<file path="config.mk">
export PLATFORM = sky130hd
export DESIGN_NAME = axil_cfg_master
export DESIGN_NICKNAME = d
export VERILOG_FILES = /design/src/rtl/acc_ctrl_pkg.sv /design/src/rtl/axil_cfg_master.sv
export SDC_FILE = /design/constraint.sdc
export NUM_CORES = 1
export LEC_CHECK = 0
export ABC_CLOCK_PERIOD_IN_PS = 3200
export BUFFER_PORTS_ARGS = -buffer_cell sky130_fd_sc_hd__buf_2
export CAP_MARGIN = 10
export CORE_MARGIN = 8
export CORE_UTILIZATION = 50
export CTS_BUF_LIST = sky130_fd_sc_hd__clkbuf_4 sky130_fd_sc_hd__clkbuf_8
export CTS_CLUSTER_SIZE = 40
export DETAILED_ROUTE_END_ITERATION = 10
export GPL_TIMING_DRIVEN = 1
export PLACE_DENSITY = 0.89
export SYNTH_ARGS = -nofsm -noshare
export SYNTH_HDL_FRONTEND = slang
export SYNTH_SLANG_ARGS = --single-unit
</file>
<file path="constraint.sdc">
create_clock -name clk -period 3.2 [get_ports clk]
set_input_delay 0 -clock clk [delete_from_list [all_inputs] [get_ports clk]]
set_output_delay 0 -clock clk [all_outputs]
set_load 0.02 [all_outputs]
</file>
<file path="src/rtl/acc_ctrl_pkg.sv">
// Shared definitions for the accelerator control-register path: FSM states,
// AXI response codes, register offsets and instruction opcodes.
package acc_ctrl_pkg;

  typedef enum logic [2:0] {
    ST_IDLE    = 3'd0,
    ST_WR      = 3'd1,
    ST_WR_RESP = 3'd2,
    ST_RD_ADDR = 3'd3,
    ST_RD_DATA = 3'd4,
    ST_RSP     = 3'd5
  } state_e;

  localparam logic [1:0] AXI_RESP_OKAY   = 2'b00;
  localparam logic [1:0] AXI_RESP_EXOKAY = 2'b01;
  localparam logic [1:0] AXI_RESP_SLVERR = 2'b10;
  localparam logic [1:0] AXI_RESP_DECERR = 2'b11;

  localparam logic [2:0] AXI_PROT_DEFAULT = 3'b000;

  localparam int unsigned REG_CTRL0 = 32'h0;
  localparam int unsigned REG_CTRL1 = 32'h4;
  localparam int unsigned REG_CTRL2 = 32'h8;

  localparam int unsigned INST_COMPUTE    = 87;
  localparam int unsigned INST_LOADIFMAPS = 88;

endpackage

</file>
<file path="src/rtl/axil_cfg_master.sv">
// AXI4-Lite initiator: one command in, one single-beat write or read out,
// slave response returned on a valid/ready port. Sticky stall flag on slow phases.
//
// state      | meaning
// -----------+-----------------------------------------------------------
// ST_IDLE    | cmd_ready high, waiting for a command
// ST_WR      | AW and W presented; each drops after its own handshake
// ST_WR_RESP | BREADY high, waiting for BVALID
// ST_RD_ADDR | ARVALID high, waiting for ARREADY
// ST_RD_DATA | RREADY high, waiting for RVALID
// ST_RSP     | rsp_valid high, held stable until rsp_ready
module axil_cfg_master
  import acc_ctrl_pkg::*;
#(
  parameter int C_M_AXI_ADDR_WIDTH = 4,
  parameter int C_M_AXI_DATA_WIDTH = 32,
  parameter int STALL_CYCLES       = 256
) (
  input  logic                            clk,
  input  logic                            rst,
  input  logic                            cmd_valid,
  output logic                            cmd_ready,
  input  logic                            cmd_write,
  input  logic [C_M_AXI_ADDR_WIDTH-1:0]   cmd_addr,
  input  logic [C_M_AXI_DATA_WIDTH-1:0]   cmd_wdata,
  input  logic [C_M_AXI_DATA_WIDTH/8-1:0] cmd_wstrb,
  output logic                            rsp_valid,
  input  logic                            rsp_ready,
  output logic                            rsp_write,
  output logic [1:0]                      rsp_resp,
  output logic [C_M_AXI_DATA_WIDTH-1:0]   rsp_rdata,
  output logic                            busy,
  output logic                            stall_err,
  output logic [C_M_AXI_ADDR_WIDTH-1:0]   M_AXI_AWADDR,
  output logic [2:0]                      M_AXI_AWPROT,
  output logic                            M_AXI_AWVALID,
  input  logic                            M_AXI_AWREADY,
  output logic [C_M_AXI_DATA_WIDTH-1:0]   M_AXI_WDATA,
  output logic [C_M_AXI_DATA_WIDTH/8-1:0] M_AXI_WSTRB,
  output logic                            M_AXI_WVALID,
  input  logic                            M_AXI_WREADY,
  input  logic [1:0]                      M_AXI_BRESP,
  input  logic                            M_AXI_BVALID,
  output logic                            M_AXI_BREADY,
  output logic [C_M_AXI_ADDR_WIDTH-1:0]   M_AXI_ARADDR,
  output logic [2:0]                      M_AXI_ARPROT,
  output logic                            M_AXI_ARVALID,
  input  logic                            M_AXI_ARREADY,
  input  logic [C_M_AXI_DATA_WIDTH-1:0]   M_AXI_RDATA,
  input  logic [1:0]                      M_AXI_RRESP,
  input  logic                            M_AXI_RVALID,
  output logic                            M_AXI_RREADY
);

  localparam int AW  = C_M_AXI_ADDR_WIDTH;
  localparam int DW  = C_M_AXI_DATA_WIDTH;
  localparam int SW  = C_M_AXI_DATA_WIDTH / 8;
  localparam int SCW = $clog2(STALL_CYCLES + 1);
  localparam logic [SCW-1:0] STALL_MAX = SCW'(STALL_CYCLES);

  state_e         state_q, state_d;
  logic [AW-1:0]  addr_q, addr_d;
  logic [DW-1:0]  wdata_q, wdata_d;
  logic [SW-1:0]  wstrb_q, wstrb_d;
  logic           aw_done_q, aw_done_d;
  logic           w_done_q, w_done_d;
  logic           awvalid_q, awvalid_d;
  logic           wvalid_q, wvalid_d;
  logic           bready_q, bready_d;
  logic           arvalid_q, arvalid_d;
  logic           rready_q, rready_d;
  logic           rsp_valid_q, rsp_valid_d;
  logic           rsp_write_q, rsp_write_d;
  logic [1:0]     rsp_resp_q, rsp_resp_d;
  logic [DW-1:0]  rsp_rdata_q, rsp_rdata_d;
  logic [SCW-1:0] stall_cnt_q, stall_cnt_d;
  logic           stall_err_q, stall_err_d;

  // Next-state, command/response capture and registered AXI handshake signals.
  // Valids/readies are derived from state_d so they change on the same edge as the state.
  always_comb begin
    state_d     = state_q;
    addr_d      = addr_q;
    wdata_d     = wdata_q;
    wstrb_d     = wstrb_q;
    aw_done_d   = aw_done_q;
    w_done_d    = w_done_q;
    rsp_write_d = rsp_write_q;
    rsp_resp_d  = rsp_resp_q;
    rsp_rdata_d = rsp_rdata_q;

    case (state_q)
      ST_IDLE: begin
        if (cmd_valid) begin
          addr_d      = cmd_addr;
          wdata_d     = cmd_wdata;
          wstrb_d     = cmd_wstrb;
          rsp_write_d = cmd_write;
          aw_done_d   = 1'b0;
          w_done_d    = 1'b0;
          state_d     = cmd_write ? ST_WR : ST_RD_ADDR;
        end
      end
      ST_WR: begin
        if (awvalid_q && M_AXI_AWREADY) aw_done_d = 1'b1;
        if (wvalid_q && M_AXI_WREADY)   w_done_d  = 1'b1;
        if (aw_done_d && w_done_d)      state_d   = ST_WR_RESP;
      end
      ST_WR_RESP: begin
        if (bready_q && M_AXI_BVALID) begin
          rsp_resp_d  = M_AXI_BRESP;
          rsp_rdata_d = '0;
          state_d     = ST_RSP;
        end
      end
      ST_RD_ADDR: begin
        if (arvalid_q && M_AXI_ARREADY) state_d = ST_RD_DATA;
      end
      ST_RD_DATA: begin
        if (rready_q && M_AXI_RVALID) begin
          rsp_resp_d  = M_AXI_RRESP;
          rsp_rdata_d = M_AXI_RDATA;
          state_d     = ST_RSP;
        end
      end
      ST_RSP: begin
        if (rsp_ready) state_d = ST_IDLE;
      end
      default: state_d = ST_IDLE;
    endcase

    // AW/W/AR rise one cycle after entering their state, keyed off state_q.
    awvalid_d   = (state_q == ST_WR) && !aw_done_d;
    wvalid_d    = (state_q == ST_WR) && !w_done_d;
    arvalid_d   = (state_q == ST_RD_ADDR) && (state_d == ST_RD_ADDR);
    bready_d    = (state_d == ST_WR_RESP);
    rready_d    = (state_d == ST_RD_DATA);
    rsp_valid_d = (state_d == ST_RSP);
  end

  // Per-phase wait counter; restarts on every state change and saturates at the limit.
  always_comb begin
    stall_cnt_d = stall_cnt_q;
    if (state_d != state_q) begin
      stall_cnt_d = '0;
    end else if ((state_q inside {ST_WR, ST_WR_RESP, ST_RD_ADDR, ST_RD_DATA}) &&
                 (stall_cnt_q != STALL_MAX)) begin
      stall_cnt_d = stall_cnt_q + SCW'(1);
    end
    stall_err_d = stall_err_q || (stall_cnt_d == STALL_MAX);
  end

  // State and output registers with synchronous reset; reset abandons any open transaction.
  always_ff @(posedge clk) begin
    if (rst) begin
      state_q     <= ST_IDLE;
      addr_q      <= '0;
      wdata_q     <= '0;
      wstrb_q     <= '0;
      aw_done_q   <= 1'b0;
      w_done_q    <= 1'b0;
      awvalid_q   <= 1'b0;
      wvalid_q    <= 1'b0;
      bready_q    <= 1'b0;
      arvalid_q   <= 1'b0;
      rready_q    <= 1'b0;
      rsp_valid_q <= 1'b0;
      rsp_write_q <= 1'b0;
      rsp_resp_q  <= '0;
      rsp_rdata_q <= '0;
      stall_cnt_q <= '0;
      stall_err_q <= 1'b0;
    end else begin
      state_q     <= state_d;
      addr_q      <= addr_d;
      wdata_q     <= wdata_d;
      wstrb_q     <= wstrb_d;
      aw_done_q   <= aw_done_d;
      w_done_q    <= w_done_d;
      awvalid_q   <= awvalid_d;
      wvalid_q    <= wvalid_d;
      bready_q    <= bready_d;
      arvalid_q   <= arvalid_d;
      rready_q    <= rready_d;
      rsp_valid_q <= rsp_valid_d;
      rsp_write_q <= rsp_write_d;
      rsp_resp_q  <= rsp_resp_d;
      rsp_rdata_q <= rsp_rdata_d;
      stall_cnt_q <= stall_cnt_d;
      stall_err_q <= stall_err_d;
    end
  end

  assign cmd_ready     = (state_q == ST_IDLE);
  assign busy          = (state_q != ST_IDLE);
  assign rsp_valid     = rsp_valid_q;
  assign rsp_write     = rsp_write_q;
  assign rsp_resp      = rsp_resp_q;
  assign rsp_rdata     = rsp_rdata_q;
  assign stall_err     = stall_err_q;
  assign M_AXI_AWADDR  = addr_q;
  assign M_AXI_AWPROT  = AXI_PROT_DEFAULT;
  assign M_AXI_AWVALID = awvalid_q;
  assign M_AXI_WDATA   = wdata_q;
  assign M_AXI_WSTRB   = wstrb_q;
  assign M_AXI_WVALID  = wvalid_q;
  assign M_AXI_BREADY  = bready_q;
  assign M_AXI_ARADDR  = addr_q;
  assign M_AXI_ARPROT  = AXI_PROT_DEFAULT;
  assign M_AXI_ARVALID = arvalid_q;
  assign M_AXI_RREADY  = rready_q;

endmodule

</file>
### Yosys cells after proc, flatten, opt, wreduce, memory -nomap -nowiden

Cells that the tools add are included.
W data, S select, Z words.

* add/subtract/negate cells: 1
* multipliers: 0
* div/mod/pow operators: 0
* magnitude comparators: 0
* equal/unequal tests: 14
* shifts and indexed selects: 0
* muxes and demuxes: 24
* bitwise logic cells: 0
* reduce and logical (&&, ||, !) cells: 19

Operators by type and width (count)
* $mux W32: 2
* $pmux W32 S2: 1
* $mux W3: 6
* $mux W9: 2
* $pmux W3 S6: 1
* $eq A3 B2 Y1 const B: 4
* $eq A3 B3 Y1 const B: 4
* $logic_and A1 B1 Y1: 10
* $add A9 B1 Y9 const B: 1
* $eq A9 B9 Y1 const B: 1
* $ne A9 B9 Y1 const B: 1
* $mux W1: 6
* $mux W2: 3
* $ne A2 B2 Y1 const B: 2
* $pmux W1 S2: 2
* $pmux W2 S2: 1
* $reduce_bool A4 Y1: 1
* $eq A3 B1 Y1 const B: 1
* $logic_not A3 Y1: 1
* $ne A3 B3 Y1: 1
* $reduce_and A3 Y1: 1
* $reduce_bool A3 Y1: 1
* $logic_not A1 Y1: 2
* $reduce_and A2 Y1: 1
* 2 further kinds: 2

* bits in registers: 96
* latch bits: 0
* memory bits (writable): 0
* memory bits (read-only): 0
* bits of input ports: 86
* output and inout port bits: 94
* word-level logic and storage cells: 75
* memories kept: 0

### Logic depth before layout (Yosys ltp)

Gate-level depths: netlist of the first run.

* word-level depth: 10
* mapped depth: 7
* gate-level depth less buffers: 6

### Least setup slack after synthesis of the first run

Ideal clock, no wire load.

* path type: register -> register
* start point: register state_q[2]
* end point: register stall_err_q, in the netlist stall_err
* setup time: 0.096 ns
* arrival time: 1.623 ns
* required time: 3.104 ns
* setup slack: 1.481 ns
* stages on the path, launching flop included: 7
* path buffers: 1
* period minus slack after synthesis: 1.719 ns
* path through: dfxtp_1 buf_6 nor3_4 nor2_4 a311o_1 a22o_1 o41ai_2

* elaborated cells between the ends (all ways): 20
* those cells by class: 7 x eq/ne; 9 x mux; 4 x reduce/logical

RTL lines
* from (decl): line axil_cfg_master.sv:61 `state_e state_q, state_d;`
* from (signal assigned): line axil_cfg_master.sv:174 `state_q <= state_d;`
* $logic_not A3 Y1
* via cmd_ready: line axil_cfg_master.sv:22 `output logic cmd_ready,`
* $pmux W3 S6: line axil_cfg_master.sv:92 `case (state_q)`
* $ne A3 B3 Y1: line axil_cfg_master.sv:144 `if (state_d != state_q) begin`
* $mux W9: line axil_cfg_master.sv:144
* $eq A9 B9 Y1: line axil_cfg_master.sv:150 `stall_err_d = stall_err_q || (stall_cnt_d == STALL_MAX);`
* $logic_or A1 B1 Y1: line axil_cfg_master.sv:150
* to (signal assigned): line axil_cfg_master.sv:190 `stall_err_q <= stall_err_d;`
* to (decl): line axil_cfg_master.sv:77 `logic stall_err_q, stall_err_d;`

The timed path passes the listed nets, and every way through them passes these cells.
A chain may end at the register's enable or synchronous reset.

### Final worst setup path of the first run

* start point: register state_q[2]
* end point: register rsp_resp_q[1], in the netlist rsp_resp[1]

* word-level cells in the longest chain between the ends: 3
* elaborated cells between the ends (all ways): 7
* those cells by class: 4 x eq/ne; 1 x mux; 2 x reduce/logical

Ends and longest elaborated chain
* $eq A3 B3 Y1 or $eq A3 B2 Y1 (tied branches): line axil_cfg_master.sv:92
* $ne A2 B2 Y1 (no source line) or $reduce_bool A2 Y1 (tied branches)
* $reduce_and A3 Y1 (no source line)
* to (signal assigned): line axil_cfg_master.sv:187 `rsp_resp_q <= rsp_resp_d;`
* to (decl): line axil_cfg_master.sv:74 `logic [1:0] rsp_resp_q, rsp_resp_d;`

Parallel ways exist; a longest one is shown, timed or not.

==> results.json, run 1 <==
{
  "worstMarginPinSlew_ns": 0.996,
  "hp-class": "input pin to flip-flop",
  "path_clk_slew_ns": 0.09,
  "cp.required_ns": 3.41,
  "min_period_over_period": 0.719,
  "finalInstanceArea_um2": 5720,
  "yosysSeqAreaShare": 0.496,
  "avgSynthCellArea_um2": 8.18,
  "synth.area.top_cells": "dfxtp_1, nand2_1, a21oi_1, nand3_1, buf_4",
  "arrival_ns": 2.51,
  "synth_area_um2": 3880,
  "area_growth_pct": 47.4,
  "grt_pass1_vias": 4397,
  "grt_max_degree": 44,
  "clock-root-buffer": "clkbuf_8",
  "power.density_nw_per_um2": 449,
  "postRouteWirelength_um": 13000,
  "synth_cell_type_count": 50,
  "p_leak_nw": 2.55,
  "r2r_end": "rsp_resp[1]",
  "synth-main-ff-cell": "dfxtp_1",
  "status": "complete, no violations",
  "io_pins": 180,
  "max_cap_violations": 0,
  "post_drt_wl_per_cell_um": 16.0,
  "htreeDepth": 3,
  "whs_path_depth": 3,
  "synth_top_area_cell": "dfxtp_1",
  "nNetsFinal": 793,
  "max_clock_freq_ghz": 0.435,
  "cts_buffers": 9,
  "first_pass_iters": 5,
  "ys_warn_count": 0,
  "drc": 0,
  "clkSinkCount": 96,
  "grt_antenna_before_repair": 1,
  "critPathCaptureType": "flip-flop",
  "ir_drop_uv": 278,
  "drive_gt1_frac": 0.295,
  "setup_tns_ns": 0,
  "grt_pass1_wl_um": 21100,
  "netlist_instances": 474,
  "cts_setup_buffers": 0,
  "timing.rr.start": "state_q[2]",
  "period_needed_ns": 2.30,
  "hp-start": "M_AXI_RRESP[0]",
  "rows": 32,
  "ys_seq_elements": 96,
  "gr-usage-all-layers": 0.231,
  "first_iter_violations": 190,
  "vias": 4221,
  "tritoncts": "built",
  "via_per_inst": 5.20,
  "r2r.worst_path.cells": 6,
  "maxSlewViolCount": 0,
  "worstHoldEndpoint": "rsp_resp[0]",
  "netlist.area_leader.share": 0.496,
  "synth_edf_count": 0,
  "worst-path-max-fanout": 34,
  "rsz0062_at_grt": "false",
  "coreArea_um2": 7610,
  "hpwl_um": 7860,
  "skew_ns": 0.00963,
  "finalSetupViolations": 0,
  "gp_congestion": 0.862,
  "initial_core_util": 0.510,
  "ant_nets": 0,
  "place_area_um2": 4710,
  "overflow": 0,
  "die_h_um": 104,
  "cp-start-kind": "flip-flop",
  "async_flop_share": 0,
  "slew_headroom": 0.336,
  "reg2reg_slack_ns": 0.90,
  "ctsResizeCount": 0,
  "io_buffers": 173,
  "crit_type": "flip-flop to flip-flop",
  "clock_latency_ns": 0.35,
  "dieArea_um2": 10800,
  "hold_violations": 0,
  "chipWidth_um": 104,
  "clock_path_buffers": 2
}
critical path, cell delays in order (launching register included):
cell and delay (ns):
dfxtp_1 0.54, and2b_2 0.25, nor2b_2 0.14, buf_4 0.35, mux2i_1 0.26, dlygate4sd3_1 0.57
a211oi_1 0.06
power breakdown:
group          switching, W  leakage, nW  internal (W)  total (W)
combinational      0.000243         1.67      0.000192   0.000435
clock              0.000416        0.102      0.000442   0.000857
sequential        0.0000364        0.780       0.00124    0.00128
placed cells by master, fill, tap and decap left out, drive strengths merged, types with 2 or more instances in the layout:
| cell | n |
|---|---|
| and2b | 2 |
| a211oi | 2 |
| and2 | 3 |
| nor2b | 2 |
| dfxtp | 96 |
| nor2 | 25 |
| a22oi | 3 |
| conb | 6 |
| mux2i | 5 |
| clkbuf | 9 |
| ha | 2 |
| nand4 | 3 |
| o21ai | 2 |
| a21o | 3 |
| nand2 | 125 |
| clkinvlp | 2 |
| xor2 | 6 |
| o211ai | 3 |
| a31oi | 2 |
| xnor2 | 2 |
| bufinv | 2 |
| buf | 178 |
| inv | 7 |
| a21oi | 77 |
| dlygate4sd3 | 79 |
| or3 | 2 |
| nor3 | 5 |
| and3 | 3 |
| nand3 | 40 |
timing repair:
action	CTS	global route
hold buffers	79	0
hold endpoints to repair	78	0
endpoints found under the setup margin	0	0
layout make-up:
| cell class | instances | area [µm²] |
|---|---|---|
| Antenna cell | 1 | 2.50 |
| Sequential cell | 96 | 1920 |
| Tap cell | 102 | 128 |
| Timing Repair Buffer | 257 | 1690 |
| Clock buffer | 9 | 124 |
| Inverter | 5 | 18.8 |
| Multi-Input combinational cell | 336 | 1730 |
| Clock inverter | 6 | 92.6 |
| Fill cell | 498 | 1890 |
per-stage QoR:
step | hold WS (ns) | worst slack [ns] | total power [W] | utilization | cells
2_1_floorplan | 0.136 | 1.48 | 0.00153 | - | 479
6_report | 0.0239 | 0.899 | 0.00257 | 0.751 | 812
3_5_place_dp | 0.248 | 1.16 | 0.00165 | 0.619 | 717
5_1_grt | 0.0192 | 0.742 | 0.00268 | 0.751 | 812
3_3_place_gp | 0.239 | 1.25 | 0.00164 | 0.619 | 717
4_1_cts | 0.00608 | 0.952 | 0.00258 | 0.751 | 811
cell families after synthesis:
logic type / count (synthesis) / share of synthesized area
other: 1 / 0.000967
muxes: 5 / 0.0129
DFF: 96 / 0.496
and+or+nand+nor: 216 / 0.250
buffers and inverters: 47 / 0.0629
AOI/OAI and AO/OA: 99 / 0.153
adders and majority gates: 2 / 0.00645
xor gates and xnor gates: 8 / 0.0181
how the worst max path moves through the flow:
stage                    start       endpoint  depth (start not counted)
global placement    state_q[0]      stall_err                          5
finish              state_q[2]    rsp_resp[1]                          6
floorplan           state_q[2]      stall_err                          6
CTS                 state_q[2]    rsp_resp[1]                          6
global route        state_q[2]    rsp_resp[1]                          6
detailed placement  state_q[1]  rsp_rdata[18]                          5
cells in the mapped netlist (5+ instances only):
| cell | instances |
|---|---|
| nand2_1 | 125 |
| dfxtp_1 | 96 |
| a21oi_1 | 75 |
| nand3_1 | 40 |
| nor2_1 | 24 |
| clkbuf_1 | 19 |
| buf_4 | 14 |
| buf_2 | 6 |
| xor2_1 | 6 |
| inv_1 | 5 |
| mux2i_1 | 5 |
registers in the layout, summed over array words and instances (netlist names):
name and flops:
aw_done_q 1, M_AXI_WVALID 1, M_AXI_WDATA 32, M_AXI_AWVALID 1, M_AXI_RREADY 1, rsp_write 1
M_AXI_ARADDR 4, stall_err 1, stall_cnt_q 9, rsp_valid 1, rsp_rdata 32, rsp_resp 2
M_AXI_ARVALID 1, state_q 3, w_done_q 1, M_AXI_BREADY 1, M_AXI_WSTRB 4
metal layers:
layer  wire length, µm  vias to the layer above  GRT usage
met5                 0                        -          0
met4               368                        0      0.110
met3              1270                       31     0.0855
met2              6350                      209      0.398
met1              4990                     1947      0.245
li1                  -                     2034          -
Note: power is estimated with default switching activity, not from simulation.
==> run 2: changes to the inputs <==
--- a/config.mk
+++ b/config.mk
@@ -5,16 +5,16 @@
 export SDC_FILE = /design/constraint.sdc
 export NUM_CORES = 1
 export LEC_CHECK = 0
-export ABC_CLOCK_PERIOD_IN_PS = 3200
+export ABC_CLOCK_PERIOD_IN_PS = 2200
 export BUFFER_PORTS_ARGS = -buffer_cell sky130_fd_sc_hd__buf_2
 export CAP_MARGIN = 10
 export CORE_MARGIN = 8
-export CORE_UTILIZATION = 50
+export CORE_UTILIZATION = 48
 export CTS_BUF_LIST = sky130_fd_sc_hd__clkbuf_4 sky130_fd_sc_hd__clkbuf_8
 export CTS_CLUSTER_SIZE = 40
 export DETAILED_ROUTE_END_ITERATION = 10
 export GPL_TIMING_DRIVEN = 1
-export PLACE_DENSITY = 0.89
+export PLACE_DENSITY = 0.86
 export SYNTH_ARGS = -nofsm -noshare
 export SYNTH_HDL_FRONTEND = slang
 export SYNTH_SLANG_ARGS = --single-unit
==> constraint.sdc (replaced) <==
create_clock -name clk -period 2.2 [get_ports clk]
set_input_delay 0 -clock clk [delete_from_list [all_inputs] [get_ports clk]]
set_output_delay 0 -clock clk [all_outputs]
set_load 0.02 [all_outputs]
==> run 2 against run 1 <==
Count of clock-buffer cells in the layout increased by 1. Final cell count increased by 0.37%. First-iteration DRC count increased by 12%. Routed wire length increased by 2.3%. Global-route usage decreased by 0.066 points. Total power increased by 37%. Final area decreased by 0.28%. Setup slack got worse by 0.58 ns. Utilization decreased by 1.8 points. Maximum frequency increased by 22%. Highest routed layer unchanged.
==> results.json, run 2 (synthesized netlist as in run 1, its figures left out) <==
{
  "status": "complete, no violations",
  "worst-path-max-fanout": 36,
  "cts_buffers": 9,
  "area_growth_pct": 47.0,
  "vias": 4207,
  "cp_top_family": "simple AND/OR/NAND/NOR gates",
  "hp-class": "input pin to flip-flop",
  "hpwl_um": 8130,
  "chipWidth_um": 106,
  "setup_tns_ns": 0,
  "cp-start-kind": "flip-flop",
  "post_drt_wl_per_cell_um": 16.3,
  "setup_ws_ns": 0.320,
  "gr-usage-all-layers": 0.230,
  "clock_latency_ns": 0.34,
  "postRouteWirelength_um": 13300,
  "first_iter_violations": 212,
  "clock_path_buffers": 2,
  "htreeDepth": 3,
  "grt_max_degree": 46,
  "place_ws_ns": 0.380,
  "die_h_um": 106,
  "initial_core_util": 0.499,
  "layout_commonest_cell": "buf_2",
  "maxSlewViolCount": 0,
  "slowest_delay_ns": 0.56,
  "cp.required_ns": 2.47,
  "power.density_nw_per_um2": 619,
  "coreArea_um2": 7770,
  "clkSinkCount": 96,
  "period_needed_ns": 1.88,
  "hold_violations": 0,
  "io_buffers": 173,
  "path_buf_inv": 1,
  "crit_chain": "and2b_2 > nand3_1 > a21oi_2 > buf_4 > nand3_1 > a21oi_1",
  "max_cap_violations": 0,
  "path_clk_slew_ns": 0.09,
  "cpMaxStageDelayCell": "dfxtp_1",
  "nNetsFinal": 795,
  "grt_pass1_vias": 4262,
  "ant_nets": 0,
  "rows": 32,
  "via_per_inst": 5.16,
  "critPathCaptureType": "flip-flop",
  "grt_pass1_wl_um": 21400,
  "crit_type": "flip-flop to flip-flop",
  "grt_antenna_before_repair": 1,
  "final_cell_mix": "buf_2, nand2_1, dfxtp_1, dlygate4sd3_1, a21oi_1",
  "fillers": 543,
  "drive_gt1_frac": 0.301,
  "overflow": 0,
  "tritoncts": "built",
  "skew_ns": 0.00863,
  "min_period_over_period": 0.854,
  "clock-root-buffer": "clkbuf_8",
  "dieArea_um2": 11200,
  "cp_common_cell": "nand3_1",
  "finalSetupViolations": 0,
  "p_leak_nw": 2.53,
  "ir_drop_uv": 353,
  "max_clock_freq_ghz": 0.532,
  "io_pins": 180,
  "arrival_ns": 2.15,
  "first_pass_iters": 5,
  "gp_congestion": 0.868,
  "drc": 0,
  "rsz0062_at_grt": "false"
}
==> run 2: cell types whose count changed in the layout (fill, tap and decap cells not counted), sizes merged <==
cell         before  now
buf             178  182
bufinv            2    0
clkbuf            9   10
clkinv            0    1
clkinvlp          2    5
dlygate4sd3      79   77
inv               7    5
==> run 2: stage by stage <==
step / total power (W) / std cells / hold WS (ns) / util / area [µm²]
floorplan: 0.00222 / 479 / 0.136 / - / 3890
global placement: 0.00240 / 721 / 0.241 / 0.611 / 4750
detailed placement: 0.00242 / 721 / 0.249 / 0.611 / 4750
CTS: 0.00355 / 814 / 0.000568 / 0.733 / 5700
global route: 0.00371 / 815 / 0.0219 / 0.734 / 5700
finish: 0.00353 / 815 / 0.0250 / 0.734 / 5700
==> run 2: per-layer routing <==
metal	part of all wire	GRT usage	vias up	routed length (µm)
met5	0	0	-	0
met4	0.030	0.102	0	398
met3	0.093	0.0792	33	1230
met2	0.49	0.401	211	6540
met1	0.38	0.248	1924	5100
li1	-	-	2039	-
==> run 2: path summary, 6_finish.rpt <==
path / startpoint / endpoint / slack [ns] / depth (start not counted)
max: state_q[2] / rsp_rdata[12] / 0.32 / 6
min: M_AXI_BRESP[0] / rsp_resp[0] / 0.02 / 3
max reg2reg: state_q[2] / rsp_rdata[12] / 0.32 / 6
min reg2reg: M_AXI_WDATA[27] / M_AXI_WDATA[27] / 0.45 / 2
==> run 2: timing repair <==
item                                   4_1_cts  5_1_grt
setup buffers                                0        0
endpoints found under the hold margin       77        0
hold buffers                                77        0
resized for setup                            0        0
==> run 2: cell type report <==
cell class              count  area (µm²)  share of cell area
well taps                 102         128              0.0224
clock buffers              10         131              0.0231
diodes                      1        2.50            0.000439
clock inverters             6        46.3             0.00812
inverters                   5        18.8             0.00329
flip-flops and latches     96        1920               0.337
repair buffers            259        1720               0.301
multi-input cells         336        1730               0.304
==> run 2: power breakdown <==
group / switching [W] / total (W) / internal, W
clock network: 0.000602 / 0.00103 / 0.000425
registers: 0.0000487 / 0.00185 / 0.00180
logic: 0.000367 / 0.000651 / 0.000284
==> run 2: worst min-delay path: stages <==
cell	delay, ns
buf_2	0.11
mux2i_1	0.12
a211oi_1	0.09
